$ cat src/rtl/spi_mosi_slave_rx_if.sv
// Bus bundle between the MOSI transmitter (or bench) and the receiver.
// Serial lines flow master -> slave; reassembled words flow back.
interface spi_mosi_slave_rx_if #(
    parameter int WIDTH = 8
);
    logic             sck;
    logic             cs;
    logic             mosi;
    logic             dc;
    logic [WIDTH-1:0] data;
    logic             data_dc;
    logic             valid;
    logic             frame_err;
    logic             busy;
    logic [7:0]       byte_cnt;

    modport master (
        output sck, cs, mosi, dc,
        input  data, data_dc, valid, frame_err, busy, byte_cnt
    );

    modport slave (
        input  sck, cs, mosi, dc,
        output data, data_dc, valid, frame_err, busy, byte_cnt
    );
endinterface

$ cat src/rtl/spi_mosi_slave_rx.sv
// Oversampling SPI mode-0 receiver: reassembles WIDTH-bit MSB-first words
// plus their D/C flag from asynchronous SCK/CS/MOSI/DC lines.
//
// state   | meaning
// --------+-----------------------------------------------------------
// S_IDLE  | CS high (or not yet seen falling); SCK edges ignored
// S_SHIFT | inside a CS-low frame; each SCK rise shifts in one bit
module spi_mosi_slave_rx #(
    parameter int WIDTH       = 8,
    parameter int SYNC_STAGES = 2
) (
    input  logic               i_CLK,
    input  logic               i_RST,
    spi_mosi_slave_rx_if.slave bus
);

    localparam int CNT_W = $clog2(WIDTH);
    localparam logic [CNT_W-1:0] LAST_BIT = CNT_W'(WIDTH - 1);

    localparam logic [0:0] S_IDLE  = 1'b0;
    localparam logic [0:0] S_SHIFT = 1'b1;

    logic [SYNC_STAGES-1:0] sck_sync;
    logic [SYNC_STAGES-1:0] cs_sync;
    logic [SYNC_STAGES-1:0] mosi_sync;
    logic [SYNC_STAGES-1:0] dc_sync;
    logic                   sck_d;
    logic                   cs_d;

    logic                   sck_s;
    logic                   cs_s;
    logic                   mosi_s;
    logic                   dc_s;
    logic                   sck_rise;
    logic                   cs_fall;
    logic                   cs_rise;

    logic [0:0]             state;
    logic [CNT_W-1:0]       bit_cnt;
    // Only WIDTH-1 bits are retained; the current bit completes the word.
    logic [WIDTH-2:0]       shift_q;
    logic [WIDTH-1:0]       shift_next;

    logic [WIDTH-1:0]       data_q;
    logic                   data_dc_q;
    logic                   valid_q;
    logic                   frame_err_q;
    logic [7:0]             byte_cnt_q;

    // Equal-depth synchronizers on all lines keep MOSI/DC aligned with SCK;
    // CS resets high so releasing reset never looks like a CS fall.
    always_ff @(posedge i_CLK) begin
        if (i_RST) begin
            sck_sync  <= '0;
            cs_sync   <= '1;
            mosi_sync <= '0;
            dc_sync   <= '0;
            sck_d     <= 1'b0;
            cs_d      <= 1'b1;
        end else begin
            sck_sync  <= {sck_sync[SYNC_STAGES-2:0], bus.sck};
            cs_sync   <= {cs_sync[SYNC_STAGES-2:0], bus.cs};
            mosi_sync <= {mosi_sync[SYNC_STAGES-2:0], bus.mosi};
            dc_sync   <= {dc_sync[SYNC_STAGES-2:0], bus.dc};
            sck_d     <= sck_sync[SYNC_STAGES-1];
            cs_d      <= cs_sync[SYNC_STAGES-1];
        end
    end

    assign sck_s      = sck_sync[SYNC_STAGES-1];
    assign cs_s       = cs_sync[SYNC_STAGES-1];
    assign mosi_s     = mosi_sync[SYNC_STAGES-1];
    assign dc_s       = dc_sync[SYNC_STAGES-1];
    assign sck_rise   = sck_s & ~sck_d;
    assign cs_fall    = ~cs_s & cs_d;
    assign cs_rise    = cs_s & ~cs_d;
    assign shift_next = {shift_q, mosi_s};

    // Frame/word sequencing; CS edges take priority over a coincident SCK rise.
    always_ff @(posedge i_CLK) begin
        if (i_RST) begin
            state       <= S_IDLE;
            bit_cnt     <= '0;
            shift_q     <= '0;
            data_q      <= '0;
            data_dc_q   <= 1'b0;
            valid_q     <= 1'b0;
            frame_err_q <= 1'b0;
            byte_cnt_q  <= '0;
        end else begin
            valid_q     <= 1'b0;
            frame_err_q <= 1'b0;
            case (state)
                S_IDLE: begin
                    if (cs_fall) begin
                        state      <= S_SHIFT;
                        bit_cnt    <= '0;
                        byte_cnt_q <= '0;
                    end
                end
                S_SHIFT: begin
                    if (cs_rise) begin
                        state   <= S_IDLE;
                        bit_cnt <= '0;
                        if (bit_cnt != '0) begin
                            frame_err_q <= 1'b1;
                        end
                    end else if (sck_rise) begin
                        shift_q <= shift_next[WIDTH-2:0];
                        if (bit_cnt == LAST_BIT) begin
                            data_q    <= shift_next;
                            data_dc_q <= dc_s;
                            valid_q   <= 1'b1;
                            bit_cnt   <= '0;
                            if (byte_cnt_q != 8'hFF) begin
                                byte_cnt_q <= byte_cnt_q + 8'd1;
                            end
                        end else begin
                            bit_cnt <= bit_cnt + 1'b1;
                        end
                    end
                end
                default: begin
                    state <= S_IDLE;
                end
            endcase
        end
    end

    assign bus.data      = data_q;
    assign bus.data_dc   = data_dc_q;
    assign bus.valid     = valid_q;
    assign bus.frame_err = frame_err_q;
    assign bus.busy      = (state == S_SHIFT);
    assign bus.byte_cnt  = byte_cnt_q;

endmodule

$ cat src/flat_wrapper.sv
// flat-port wrapper written by rule: the top's interface ports become plain ports
module spi_mosi_slave_rx_flat 
#(
    parameter int WIDTH       = 8,
    parameter int SYNC_STAGES = 2
)
  (i_CLK, i_RST, bus_sck, bus_cs, bus_mosi, bus_dc, bus_data, bus_data_dc, bus_valid, bus_frame_err, bus_busy, bus_byte_cnt);
  spi_mosi_slave_rx_if #(.WIDTH(WIDTH)) bus_i ();
  input  logic i_CLK;
  input  logic i_RST;
  input wire logic [$bits(bus_i.sck)-1:0] bus_sck;
  input wire logic [$bits(bus_i.cs)-1:0] bus_cs;
  input wire logic [$bits(bus_i.mosi)-1:0] bus_mosi;
  input wire logic [$bits(bus_i.dc)-1:0] bus_dc;
  output wire logic [$bits(bus_i.data)-1:0] bus_data;
  output wire logic [$bits(bus_i.data_dc)-1:0] bus_data_dc;
  output wire logic [$bits(bus_i.valid)-1:0] bus_valid;
  output wire logic [$bits(bus_i.frame_err)-1:0] bus_frame_err;
  output wire logic [$bits(bus_i.busy)-1:0] bus_busy;
  output wire logic [$bits(bus_i.byte_cnt)-1:0] bus_byte_cnt;
  assign bus_i.sck = bus_sck;
  assign bus_i.cs = bus_cs;
  assign bus_i.mosi = bus_mosi;
  assign bus_i.dc = bus_dc;
  assign bus_data = bus_i.data;
  assign bus_data_dc = bus_i.data_dc;
  assign bus_valid = bus_i.valid;
  assign bus_frame_err = bus_i.frame_err;
  assign bus_busy = bus_i.busy;
  assign bus_byte_cnt = bus_i.byte_cnt;
  spi_mosi_slave_rx #(.WIDTH(WIDTH), .SYNC_STAGES(SYNC_STAGES)) u_core (.i_CLK(i_CLK), .i_RST(i_RST), .bus(bus_i));
endmodule
$ cat config.mk
export PLATFORM = sky130hd
export DESIGN_NAME = spi_mosi_slave_rx_flat
export DESIGN_NICKNAME = d
export VERILOG_FILES = /design/src/rtl/spi_mosi_slave_rx_if.sv /design/src/rtl/spi_mosi_slave_rx.sv /design/src/flat_wrapper.sv
export SDC_FILE = /design/constraint.sdc
export NUM_CORES = 1
export LEC_CHECK = 0
export ABC_CLOCK_PERIOD_IN_PS = 2300
export CORE_AREA = 2 2 62 64
export CTS_BUF_LIST = sky130_fd_sc_hd__clkbuf_8
export CTS_CLUSTER_DIAMETER = 150
export DETAILED_ROUTE_END_ITERATION = 6
export DIE_AREA = 0 0 64 66
export DONT_BUFFER_PORTS = 1
export SYNTH_ARGS = -nofsm -noshare
export SYNTH_HDL_FRONTEND = slang
export SYNTH_SLANG_ARGS = --single-unit
$ cat constraint.sdc
create_clock -name i_CLK -period 2.3 [get_ports i_CLK]
set_clock_uncertainty 0.15 [all_clocks]
set_input_delay 0.575 -clock i_CLK [delete_from_list [all_inputs] [get_ports i_CLK]]
set_output_delay 0.575 -clock i_CLK [all_outputs]
set_load 0.01 [all_outputs]
==> metrics.md, run 1 <==
| Metric | Value |
|---|---|
| Global-route wire length before repair | `roughly 5300 um` |
| Worst-path clk slew | `around 0.07 ns` |
| Fin crit share | `86.07%` |
| EDFF count, synth | `0` |
| Skew-Pair Late Insertion Delay | `around 0.29 ns` |
| Routed len/inst | `around 14 um` |
| # diodes | `0` |
| Switching share of power | `21.55%` |
| Cell Pwr Density | `around 670 nW/um^2` |
| WP depth | `5` |
| Synth Area per Inst | `9.616 um^2` |
| Critical-path cell list | `ha_1, nand3_1, nor3_4, o21ai_1, a311oi_1` |
| Top FF cell, synth | `dfxtp_1` |
| Area grow syn2layout | `4.312%` |
| Clk root buf | `clkbuf_8` |
| Register area share after synthesis | `a little under half` |
| Sw power | `252.4 uW` |
| Leakage | `approximately 0.00063 uW` |
| Worst Slack Setup Final | `about 0.32 ns` |
| Number of setup buffers added after CTS | `0` |
| WP data arrival | `between 2 and 2.5 ns` |
| CTS H-Tree Depth | `2` |
| CP Launch Point | `u_core.bus.byte_cnt[0]` |
| CP peak stage delay | `between 0.4 and 0.5 ns` |
| Outcome | `finished, final reports clean` |
| Crit end category | `flip-flop` |
| Total gr overflow | `0` |
| Syn_nets | `around 190` |
| Fmax | `about 500 MHz` |
| Vias per Instance | `5.536` |
| Final hold violation count | `0` |
| Worst Setup EP | `u_core.bus.byte_cnt[3]` |
| Synth async-reset ratio | `0%` |
| PortBufs | `0` |
| DRT Wirelength | `about 3100 um` |
| Clock share of power | `37.4%` |
| Core ar. | `~3600 um^2` |
| Drt initial violations | `between 80 and 90` |
| RR Startpoint | `u_core.bus.byte_cnt[0]` |
| Max cap viols | `0` |
| Sequential group share of total power | `between 60% and 70%` |
| Startpoint Class | `flip-flop` |
| I/O pins | `26` |
| CP max stage cell | `dfxtp_1` |
| Residual DRC | `0` |
| Combinational share of power | `under 10%` |
| Netlist Area Pre-Place | `1683 um^2` |
| Critical path buffers and inverters | `0` |
| Pins Over Slew Limit | `0` |
| Post-route ant nets | `0` |
| Worst min path class | `in -> reg` |
| Ys Warns | `0` |
| CTS Buffer Depth | `2` |
| Worst Tran Pin Value | `between 0.5 and 0.6 ns` |
| Post-route minimum period | `approximately 2.0 ns` |
| Die height | `66 um` |
| DP Worst Slack | `~0.35 ns` |
| Register-to-Register Path Depth | `5` |
| Routed vias | `~1200` |
| Synthesized flop and latch total | `40` |
| Die Area | `around 4200 um^2` |
| Synth Instances | `roughly 180` |
| R2R setup slack | `roughly 0.32 ns` |
| Post-CTS Resized | `0` |
| Largest net degree at the start of global routing | `between 40 and 50` |
| Placer Congestion | `between 0.8 and 0.9` |
| Layout cells sized above 1 | `11.05%` |
| Crit path kind | `reg -> reg` |
| DR pass1 iterations | `4` |
| CTS sink cnt | `40` |
| GRT Util Overall | `16.87%` |
| Detail Placement HPWL | `around 2100 um` |
| Max_slew headroom | `about 64%` |
| Crit-path leading delay family | `simple AND/OR/NAND/NOR gates` |
| TritonCTS clock tree | `built` |
| FP Rows | `22` |
| Worst Path Max Fanout | `10` |
| Setup-failing EPs final | `0` |
| Die Wd | `around 64 um` |
| Number of global-route vias before repair | `between 1000 and 1500` |
| Post-synth cell types | `42` |
| WP data required | `around 2.4 ns` |
| Cell Int Power | `between 900 and 1000 uW` |
| Unrepaired setup endpoints after global routing | `false` |
| Initial antenna violation count | `0` |
| # hold bufs at CTS | `0` |
| Initial cell density of the core | `around 47%` |
| Max VDD drop | `0.2926 mV` |
| Reg2reg end | `u_core.bus.byte_cnt[3]` |
| TNS Setup | `0 ns` |
| Nets | `182` |
| Total CTS buffers | `5` |
-- how the worst min path moves through the flow --
stage	start	end	slack [ns]	cells after the start
after global placement	u_core.cs_sync[0]	u_core.cs_sync[1]	0.25	1
after detailed placement	u_core.cs_sync[0]	u_core.cs_sync[1]	0.25	1
after global routing	i_RST	u_core.sck_sync[0]	0.17	1
after CTS	i_RST	u_core.dc_sync[1]	0.18	1
after floorplan	u_core.cs_sync[0]	u_core.cs_sync[1]	0.24	1
final	i_RST	u_core.sck_d	0.19	1
-- through the flow --
stage	total power [uW]	instance area [um^2]	hold slack, ns	std cells	utilization, %
floorplan	756.1	1683	0.2395	175	-
global placement	748.5	1674	0.2467	213	47.15
detailed placement	749.5	1674	0.2517	213	47.15
global route	1226	1755	0.1665	220	49.44
CTS	1191	1755	0.1819	220	49.44
finish	1171	1755	0.1919	220	49.44
-- layout by cell type (no fill, tap or decap), drive strengths merged, types with 2 or more instances in the layout --
cell / count
a2111o: 2
a21oi: 15
a311oi: 5
a31oi: 4
and3: 2
and4: 2
buf: 3
clkbuf: 5
dfxtp: 40
ha: 4
inv: 4
mux2i: 7
nand2: 23
nand2b: 2
nand3: 7
nand4: 2
nor2: 9
nor2b: 9
o211ai: 3
o21ai: 4
o31ai: 3
or2: 4
-- power groups by stage --
| stage | clock network (uW) | logic, uW | registers (uW) |
|---|---|---|---|
| 2_1_floorplan | 0 | 35.8 | 720 |
| 3_3_place_gp | 0 | 24.9 | 724 |
| 3_5_place_dp | 0 | 25.4 | 724 |
| 4_1_cts | 458 | 25.5 | 708 |
| 5_1_grt | 488 | 28.2 | 709 |
| 6_report | 438 | 25.2 | 708 |
-- cell families after synthesis --
logic type / Yosys count / share of synthesized area (%)
buffers and inverters: 17 / 6.319
multiplexers: 7 / 4.164
flip-flops: 40 / 47.58
adder cells (fa/ha/maj): 4 / 2.974
AND/OR/NAND/NOR: 66 / 22.38
AO/OA/AOI/OAI: 41 / 16.58
-- sequential cells by signal (all words and copies together), names as in the netlist, 2 cells and up --
| name | count |
|---|---|
| u_core.bit_cnt | 3 |
| u_core.cs_sync | 2 |
| u_core.dc_sync | 2 |
| u_core.sck_sync | 2 |
| u_core.bus.byte_cnt | 8 |
| u_core.mosi_sync | 2 |
| u_core.bus.data | 8 |
| u_core.shift_q | 7 |
-- routing by layer --
layer | routed length (um) | GRT usage [%]
met5 | 0 | 0
met4 | 59 | 10.33
met3 | 183 | 8.177
met2 | 1480 | 27.08
met1 | 1357 | 17.82
-- worst reg2reg max path: cells and delay by family, from the launching register on --
family                   cells  cell delay (ns)
AND/OR/NAND/NOR              2             0.51
AO/OA/AOI/OAI                2             0.49
adder cells (fa/ha/maj)      1             0.29
flip-flops                   1             0.46
-- synthesized netlist by cell type, types with 2 or more instances --
cell type,number,area [um^2]
o31ai_1,3,22.52
mux2i_1,7,70.07
nand2_1,22,82.58
nand2b_1,2,12.51
and3_1,2,12.51
a2111o_1,2,22.52
a21oi_1,15,75.07
o211ai_1,3,22.52
o21ai_0,3,15.01
or2_2,3,18.77
a31oi_1,4,25.02
a311oi_1,5,43.79
clkbuf_1,3,11.26
nor2b_1,8,50.05
nand3_1,6,30.03
buf_6,3,33.78
nor2_1,9,33.78
buf_2,5,25.02
ha_1,4,50.05
dfxtp_1,40,800.8
and4_1,2,17.52
inv_1,4,15.01
-- area by class of cell --
type                       count  area, um^2
clock buffer                   5       68.82
fill                         333        1795
tap                           48       60.06
inverter                       4       15.01
clock inverter                 2       12.51
sequential                    40       800.8
timing repair buffer           3       22.52
multi-input combinational    118       775.7
(Power assumes the default switching activity.)
==> inputs of run 2 (changes only) <==
REMOVE_ABC_BUFFERS = 1   (was default)
==> metrics.md, run 2 (same netlist as run 1, synthesis figures left out) <==
| Metric | Value |
|---|---|
| Most frequent cells in the layout | `40 x dfxtp_1, 22 x nand2_1, 15 x a21oi_1` |
| Worst Slack Setup Final | `0.2410 ns` |
| CTS sink cnt | `40` |
| CP max stage cell | `dfxtp_1` |
| Reg2reg end | `u_core.bus.byte_cnt[3]` |
| Hold path depth | `1` |
| Total CTS buffers | `5` |
| Startpoint Class | `flip-flop` |
| Detail Placement HPWL | `2207 um` |
| Critical-path cell list | `ha_1, nand3_1, nor3_4, o21ai_1, a311oi_1` |
| Global-route wire length before repair | `5423 um` |
| TNS Setup | `0 ns` |
| Register-to-Register Path Depth | `5` |
| Crit path kind | `reg -> reg` |
| Endpoint, Worst Hold | `u_core.bus.data[2]` |
| Hold_sp | `i_RST` |
| Clk root buf | `clkbuf_8` |
| DP Worst Slack | `0.2575 ns` |
| Critical path buffers and inverters | `0` |
| Crit end category | `flip-flop` |
| WP data required | `2.34 ns` |
| Number of global-route vias before repair | `1206` |
| Die Wd | `~64 um` |
| Max_slew headroom | `73.83%` |
| # hold bufs at CTS | `0` |
| Cell Pwr Density | `slightly below 700 nW/um^2` |
| Number of setup buffers added after CTS | `0` |
| Max VDD drop | `between 0.4 and 0.5 mV` |
| Outcome | `finished, final reports clean` |
| Crit-path leading delay family | `simple AND/OR/NAND/NOR gates` |
| Post-route minimum period | `2.059 ns` |
| Post-route ant nets | `0` |
| Routed vias | `between 1000 and 1500` |
| Final hold violation count | `0` |
| Largest net degree at the start of global routing | `41` |
| R2R setup slack | `between 0.2 and 0.25 ns` |
| Post-CTS Resized | `0` |
| Routed len/inst | `about 14 um` |
| Worst min path class | `in -> reg` |
| TritonCTS clock tree | `built` |
| Initial cell density of the core | `between 40% and 50%` |
| Die Area | `around 4200 um^2` |
| Worst Path Max Fanout | `10` |
| Power, Total | `1210 uW` |
| Pins Over Slew Limit | `0` |
| DR pass1 iterations | `4` |
| Unrepaired setup endpoints after global routing | `false` |
| DRT Wirelength | `approximately 3100 um` |
| CTS H-Tree Depth | `2` |
| RR Startpoint | `u_core.bus.byte_cnt[1]` |
| CTS Buffer Depth | `2` |
| Nets | `roughly 180` |
| Initial antenna violation count | `0` |
| PortBufs | `0` |
| Area grow syn2layout | `5.874%` |
| Drt initial violations | `53` |
| Fmax | `between 400 and 500 MHz` |
| Fin crit share | `around nine tenths` |
| GRT Util Overall | `16.75%` |
| Skew-Pair Late Insertion Delay | `just under 0.3 ns` |
| Residual DRC | `0` |
| Worst-path clk slew | `around 0.08 ns` |
| Leakage | `0.0006496 uW` |
| Setup-failing EPs final | `0` |
| Die height | `approximately 66 um` |
| # diodes | `0` |
| Worst Tran Pin Value | `a little under 0.4 ns` |
| Layout cells sized above 1 | `approximately an eighth` |
| Total gr overflow | `0` |
| Core ar. | `between 3000 and 4000 um^2` |
| Max cap viols | `0` |
| I/O pins | `26` |
| CP peak stage delay | `0.46 ns` |
| Placer Congestion | `0.9063` |
| FP Rows | `22` |
| Commonest non-fill, non-tap cell in the layout | `dfxtp_1` |
| WP data arrival | `about 2.1 ns` |
| Vias per Instance | `roughly 5.5` |
## run 2: cell types whose count changed in the layout (fill, tap and decap cells not counted)
| cell | previous run | this run |
|---|---|---|
| buf_4 | 3 | 5 |
| clkbuf_8 | 5 | 6 |
| clkinv_2 | 1 | 2 |
| clkinvlp_4 | 1 | 0 |
## run 2: per-stage QoR
step	util [%]	hold WS [ns]	instances	area, um^2
2_1_floorplan	-	0.2395	162	1592
3_3_place_gp	47.57	0.2479	215	1689
3_5_place_dp	47.57	0.2560	215	1689
4_1_cts	50.18	0.1862	223	1782
5_1_grt	50.18	0.1843	223	1782
6_report	50.18	0.1922	223	1782
## run 2: cell type report
type	instances	area (um^2)
fill	349	1769
sequential	40	800.8
multi-input combinational	118	775.7
clock buffer	6	82.58
tap	48	60.06
timing repair buffer	5	37.54
inverter	4	15.01
clock inverter	2	10.01
## run 2: routing by layer
layer,part of all wire (%),GRT usage [%],vias up
met5,0,0,-
met4,1.7,7.337,0
met3,7.6,6.644,6
met2,47,28.65,38
met1,44,18.32,567
li1,-,-,615
## run 2: power breakdown
part / internal [uW] / switching (uW)
Clock: 239 / 236
Combinational: 13.8 / 16.1
Sequential: 701 / 4.08
Total: 954 / 256
## run 2: worst max-delay path by stage
stage	start	endpoint	cells past startpoint
2_1_floorplan	u_core.bit_cnt[0]	u_core.bus.byte_cnt[5]	5
3_3_place_gp	u_core.bus.byte_cnt[1]	u_core.bus.byte_cnt[7]	5
3_5_place_dp	u_core.bus.byte_cnt[0]	u_core.bus.byte_cnt[3]	5
4_1_cts	u_core.bus.byte_cnt[0]	u_core.bus.byte_cnt[3]	5
5_1_grt	u_core.bus.byte_cnt[1]	u_core.bus.byte_cnt[3]	5
6_report	u_core.bus.byte_cnt[1]	u_core.bus.byte_cnt[3]	5
